File: src/rtl/galois_lfsr_keystream.sv
`timescale 1ns/1ps
`default_nettype none
// ============================================================================
//  Module      : galois_lfsr_keystream
//  Description : Parametrised LFSR keystream generator. Runs either a Galois
//                or a Fibonacci LFSR and packs OUT_W successive output bits
//                (first bit in the MSB) into words. The words are delivered
//                on a valid/ready handshake. An all-zero state is never
//                entered: the register is forced to all ones and a sticky
//                lockup flag is raised instead.
//  Revision    : 1.0 - initial release
// ----------------------------------------------------------------------------
//  Ports
//    clk        in   1      clock, all logic on rising edge
//    rst_n      in   1      synchronous active-low reset
//    en         in   1      run enable, words are generated while high
//    ld         in   1      load seed (priority over the FSM)
//    mode       in   1      0 = Galois, 1 = Fibonacci (sampled every shift)
//    taps       in   N      feedback polynomial mask
//    seed       in   N      value loaded on ld
//    out_data   out  OUT_W  keystream word, first-generated bit in MSB
//    out_valid  out  1      out_data valid
//    out_ready  in   1      consumer accepts when out_valid && out_ready
//    state_o    out  N      current LFSR state
//    busy       out  1      high while a word is being filled
//    lockup     out  1      sticky: zero state detected or zero seed loaded
// ============================================================================
module galois_lfsr_keystream #(
    parameter int N     = 32,
    parameter int OUT_W = 8
) (
    input  logic             clk,
    input  logic             rst_n,
    input  logic             en,
    input  logic             ld,
    input  logic             mode,
    input  logic [N-1:0]     taps,
    input  logic [N-1:0]     seed,
    output logic [OUT_W-1:0] out_data,
    output logic             out_valid,
    input  logic             out_ready,
    output logic [N-1:0]     state_o,
    output logic             busy,
    output logic             lockup
);

    localparam int CW = (OUT_W > 1) ? $clog2(OUT_W) : 1;

    typedef enum logic [1:0] {
        S_IDLE  = 2'd0,
        S_FILL  = 2'd1,
        S_VALID = 2'd2
    } state_t;

    // Registered state
    state_t           r_state;
    logic [CW-1:0]    r_cnt;
    logic [N-1:0]     r_lfsr;
    logic [OUT_W-1:0] r_shreg;
    logic [OUT_W-1:0] r_out_data;
    logic             r_out_valid;
    logic             r_lockup;

    // Next-state values
    state_t           w_state_nxt;
    logic [CW-1:0]    w_cnt_nxt;
    logic [N-1:0]     w_lfsr_nxt;
    logic [OUT_W-1:0] w_shreg_nxt;
    logic [OUT_W-1:0] w_out_data_nxt;
    logic             w_out_valid_nxt;
    logic             w_lockup_nxt;

    // Shift datapath
    logic             w_b;
    logic [N-1:0]     w_galois;
    logic [N-1:0]     w_fib;
    logic [N-1:0]     w_shift_raw;
    logic             w_shift_zero;
    logic [N-1:0]     w_shift_val;
    logic [OUT_W-1:0] w_word;
    logic             w_last_bit;

    assign w_b          = r_lfsr[N-1];
    assign w_galois     = {r_lfsr[N-2:0], 1'b0} ^ (taps & {N{w_b}});
    assign w_fib        = {r_lfsr[N-2:0], ^(r_lfsr & taps)};
    assign w_shift_raw  = mode ? w_fib : w_galois;
    // A zero state would lock the LFSR forever; substitute all ones.
    assign w_shift_zero = (w_shift_raw == '0);
    assign w_shift_val  = w_shift_zero ? {N{1'b1}} : w_shift_raw;
    assign w_last_bit   = (r_cnt == CW'(OUT_W - 1));

    // Current word with this cycle's bit dropped into position OUT_W-1-cnt,
    // so the completed word can be registered in the same cycle as its last bit.
    always_comb begin
        w_word = r_shreg;
        for (int i = 0; i < OUT_W; i++) begin
            if (CW'(OUT_W - 1 - i) == r_cnt) begin
                w_word[i] = w_b;
            end
        end
    end

    always_comb begin
        w_state_nxt     = r_state;
        w_cnt_nxt       = r_cnt;
        w_lfsr_nxt      = r_lfsr;
        w_shreg_nxt     = r_shreg;
        w_out_data_nxt  = r_out_data;
        w_out_valid_nxt = r_out_valid;
        w_lockup_nxt    = r_lockup;

        if (ld) begin
            // Load discards any partial or pending word.
            w_state_nxt     = S_IDLE;
            w_cnt_nxt       = '0;
            w_out_valid_nxt = 1'b0;
            w_lockup_nxt    = (seed == '0);
            w_lfsr_nxt      = (seed == '0) ? {N{1'b1}} : seed;
        end else begin
            case (r_state)
                S_IDLE: begin
                    if (en) begin
                        w_state_nxt = S_FILL;
                        w_cnt_nxt   = '0;
                    end
                end
                S_FILL: begin
                    // en is not consulted here: a started word always completes.
                    w_lfsr_nxt  = w_shift_val;
                    w_shreg_nxt = w_word;
                    if (w_shift_zero) begin
                        w_lockup_nxt = 1'b1;
                    end
                    if (w_last_bit) begin
                        w_out_data_nxt  = w_word;
                        w_out_valid_nxt = 1'b1;
                        w_state_nxt     = S_VALID;
                        w_cnt_nxt       = '0;
                    end else begin
                        w_cnt_nxt = r_cnt + CW'(1);
                    end
                end
                S_VALID: begin
                    if (out_ready) begin
                        w_out_valid_nxt = 1'b0;
                        w_cnt_nxt       = '0;
                        w_state_nxt     = en ? S_FILL : S_IDLE;
                    end
                end
                default: begin
                    w_state_nxt     = S_IDLE;
                    w_cnt_nxt       = '0;
                    w_out_valid_nxt = 1'b0;
                end
            endcase
        end
    end

    always_ff @(posedge clk) begin
        if (!rst_n) begin
            r_state     <= S_IDLE;
            r_cnt       <= '0;
            r_lfsr      <= {N{1'b1}};
            r_shreg     <= '0;
            r_out_data  <= '0;
            r_out_valid <= 1'b0;
            r_lockup    <= 1'b0;
        end else begin
            r_state     <= w_state_nxt;
            r_cnt       <= w_cnt_nxt;
            r_lfsr      <= w_lfsr_nxt;
            r_shreg     <= w_shreg_nxt;
            r_out_data  <= w_out_data_nxt;
            r_out_valid <= w_out_valid_nxt;
            r_lockup    <= w_lockup_nxt;
        end
    end

    assign out_data  = r_out_data;
    assign out_valid = r_out_valid;
    assign state_o   = r_lfsr;
    assign busy      = (r_state == S_FILL);
    assign lockup    = r_lockup;

endmodule
`default_nettype wire

File: config.mk
export PLATFORM = sky130hd
export DESIGN_NAME = galois_lfsr_keystream
export DESIGN_NICKNAME = d
export VERILOG_FILES = /design/src/rtl/galois_lfsr_keystream.sv
export SDC_FILE = /design/constraint.sdc
export NUM_CORES = 1
export LEC_CHECK = 0
export ABC_AREA = 1
export CELL_PAD_IN_SITES_DETAIL_PLACEMENT = 1
export CELL_PAD_IN_SITES_GLOBAL_PLACEMENT = 2
export CORE_ASPECT_RATIO = 2
export CORE_UTILIZATION = 26
export DETAILED_ROUTE_END_ITERATION = 12
export PLACE_DENSITY_LB_ADDON = 0.1
export SKIP_CTS_REPAIR_TIMING = 1
export SLEW_MARGIN = 20
export SYNTH_ARGS = -nofsm -noshare
export SYNTH_HDL_FRONTEND = slang
export SYNTH_SLANG_ARGS = --single-unit
File: constraint.sdc
create_clock -name clk -period 4 [get_ports clk]
set_input_delay 0.8 -clock clk [delete_from_list [all_inputs] [get_ports clk]]
set_output_delay 0.8 -clock clk [all_outputs]
set_load 0.01 [all_outputs]
==> impl_results.md <==
* Outcome: complete, no violations
* Final cell count without fillers at 1014
* Net count, final at 891
* CTS tree: done
* Worst-margin pin slew at 537 ps
* Vias per cell at 4.64
* Period minus WS final at 3150 ps
* Detailed Routing Iterations Pass 1 at 4
* Leakage at 2.90 nW
* Diode count at 0
* Critical Path AT at 3400 ps
* Rows at 64
* Sink Count at 54
* Core ar. at 15400 um^2
* Initial drt markers at 145
* Vias in the first global route at 5143
* Peak supply drop at 0.175 mV
* Mapped Area at 4120 um^2
* Clk buf depth at 2
* Initial antenna violation count at 0
* Slew headroom at 64.2%
* DIE HEIGHT at 180 um
* PD cells at 291 nW/um^2
* Sequential fraction of the synthesis area at 26.3%
* Dpl hpwl at 12400 um
* I/O Buffers at 112
* Placed insts at 1006
* Post-place instance area at 5410 um^2
* Drc violations at 0
* Antenna-violating nets left at 0
* Tot GR Track Use at 19.0%
* RSZ-0062 raised after global routing: false
* WL final at 15300 um
* Largest net degree at the start of global routing at 65
* Final instance area at 5560 um^2
* Top layer in use: met4
* Req. time, crit path at 4240 ps
* Fin Setup TNS at 0 ps
* Skew final at 10.4 ps
* Clk root buf: clkbuf_16
* Clk Latency, worst-skew pair at 300 ps
* Yosys warnings at 0
* Synth Net Count at 788
* Starting Density at 26.8%
* Met1 wire length at 5450 um
* Period utilisation layout at 78.8%
* Setup Crit Path Kind: in2reg
* Die ar. at 16400 um^2
* Mean Syn Cell Area at 5.78 um^2
* FILL cells at 2071
* Vias at 4708
* Synth Register Bits at 54
* Area delta synth->final at 35.0%
* Final hold violation count at 0
* Met3 wire length at 432 um
* Syn Inst Count at 712
* Die X at 91.0 um
* Final setup violation count at 0
* Reg clk slew, reported paths at 70 ps
* Routed WL per cell at 15.1 um
* Worst-path maximum fanout at 31
* Critical path capture point type: flop
* Startpoint types: input pin
* First-pass GRT wire length at 24700 um
* Tightest hold margin at 460 ps
* Overflow after GRT at 0
* CTS Buf Count at 5
* H-Tree Depth at 2
* F_max at 0.317 GHz
* Met2 wire length at 8860 um
* GPL Wtd Cong at 0.799
* Pwr Total at 1.62 mW
* Layout cells sized above 1 at 2.21%
* Final Slew Violations at 0
* I/O pins at 113
* Post-synth cell types at 28
* HP Class: reg2reg
* Max Cap Viol at 0
## Yosys cell counts, drive strengths merged
master  instances  area share (%)
xor2           31             6.6
nand3           8            0.97
nor2           46             4.4
o21bai         32             5.8
dfxtp          54              26
nand2         278              25
clkinv          1           0.091
buf             8             1.6
nor4            6            0.91
clkbuf         14             1.3
o31ai           1            0.18
a21oi          20             2.4
a211oi          1            0.18
nand4           2            0.30
and2            1            0.15
o21ai          80             9.7
nor3            3            0.36
ha              6             1.8
or2             1            0.15
a31oi           6            0.91
inv           112              10
nand3b          1            0.18
## worst paths after layout
path | start | endpoint | slack (ps) | cells past startpoint
min | r_shreg[4]$_SDFFE_PN0P_ | r_shreg[4]$_SDFFE_PN0P_ | 460 | 2
max reg2reg | state_o[31]$_SDFFE_PN1P_ | state_o[5]$_SDFFE_PN1P_ | 1260 | 15
max | mode | state_o[5]$_SDFFE_PN1P_ | 850 | 15
min reg2reg | r_shreg[4]$_SDFFE_PN0P_ | r_shreg[4]$_SDFFE_PN0P_ | 460 | 2
## sequential cells by signal, indices dropped and copies added (netlist names)
register	flops
state_o	32
out_data	8
r_shreg	7
r_cnt	3
r_state	2
lockup	1
out_valid	1
## layout by cell type, fill, tap and decap left out, drive strengths merged, types with 2 or more instances in the layout
cell / instances
nand3: 8
nor4: 6
nand2: 278
a31oi: 6
a21oi: 20
buf: 6
xor2: 31
nor3: 3
nor2: 46
clkbuf: 6
o21bai: 32
clkinv: 3
nand4: 2
dfxtp: 54
o21ai: 80
clkdlybuf4s50: 112
ha: 6
inv: 112
## through the flow
stage / worst slack (ps) / util [%]
6_report: 849 / 36.1
3_5_place_dp: 486 / 35.2
5_1_grt: 582 / 36.1
4_1_cts: 785 / 36.1
2_1_floorplan: 1820 / -
3_3_place_gp: 541 / 35.2
## layout make-up
cell class | instances | area (um^2) | area share, %
inverter | 113 | 424 | 7.64
sequential | 54 | 1080 | 19.5
multi-input combinational | 523 | 2490 | 44.9
clock inverter | 2 | 13.8 | 0.248
clock buffer | 6 | 129 | 2.32
tap | 198 | 248 | 4.46
timing repair buffer | 118 | 1170 | 21.0
## cell families (layout without fill, tap and decap cells)
logic type	count (synthesis)	count (layout)	share of synthesized area [%]
AOI/OAI and AO/OA	140	140	19.3
xor gates and xnor gates	31	31	6.60
adders and majority gates	6	6	1.82
buffers and inverters	135	239	13.1
DFF	54	54	26.3
and+or+nand+nor	346	346	32.9
## per-layer routing
metal	vias to the layer above	GRT usage, %
li1	2397	-
met1	2198	17.8
met2	86	39.9
met3	27	2.20
met4	0	7.62
met5	-	0
## power by group
part / total (mW) / switching (mW) / internal [mW] / leakage (nW)
Clock: 0.453 / 0.220 / 0.234 / 0.0708
Sequential: 0.601 / 0.0305 / 0.571 / 0.445
Combinational: 0.563 / 0.322 / 0.240 / 2.38
## worst max-delay path: stages
cell             delay, ps
clkdlybuf4s50_1        490
nor2_4                 130
buf_4                  320
nand2_1                110
xor2_1                 170
nor2_1                 120
nand2_1                 70
nor2_1                 110
nand3b_1               110
nor2_1                 110
nand3_1                100
nand2_2                290
buf_4                  300
o21bai_1                90
nand2_1                 60
No activity file was read; power rests on OpenSTA's default activity.
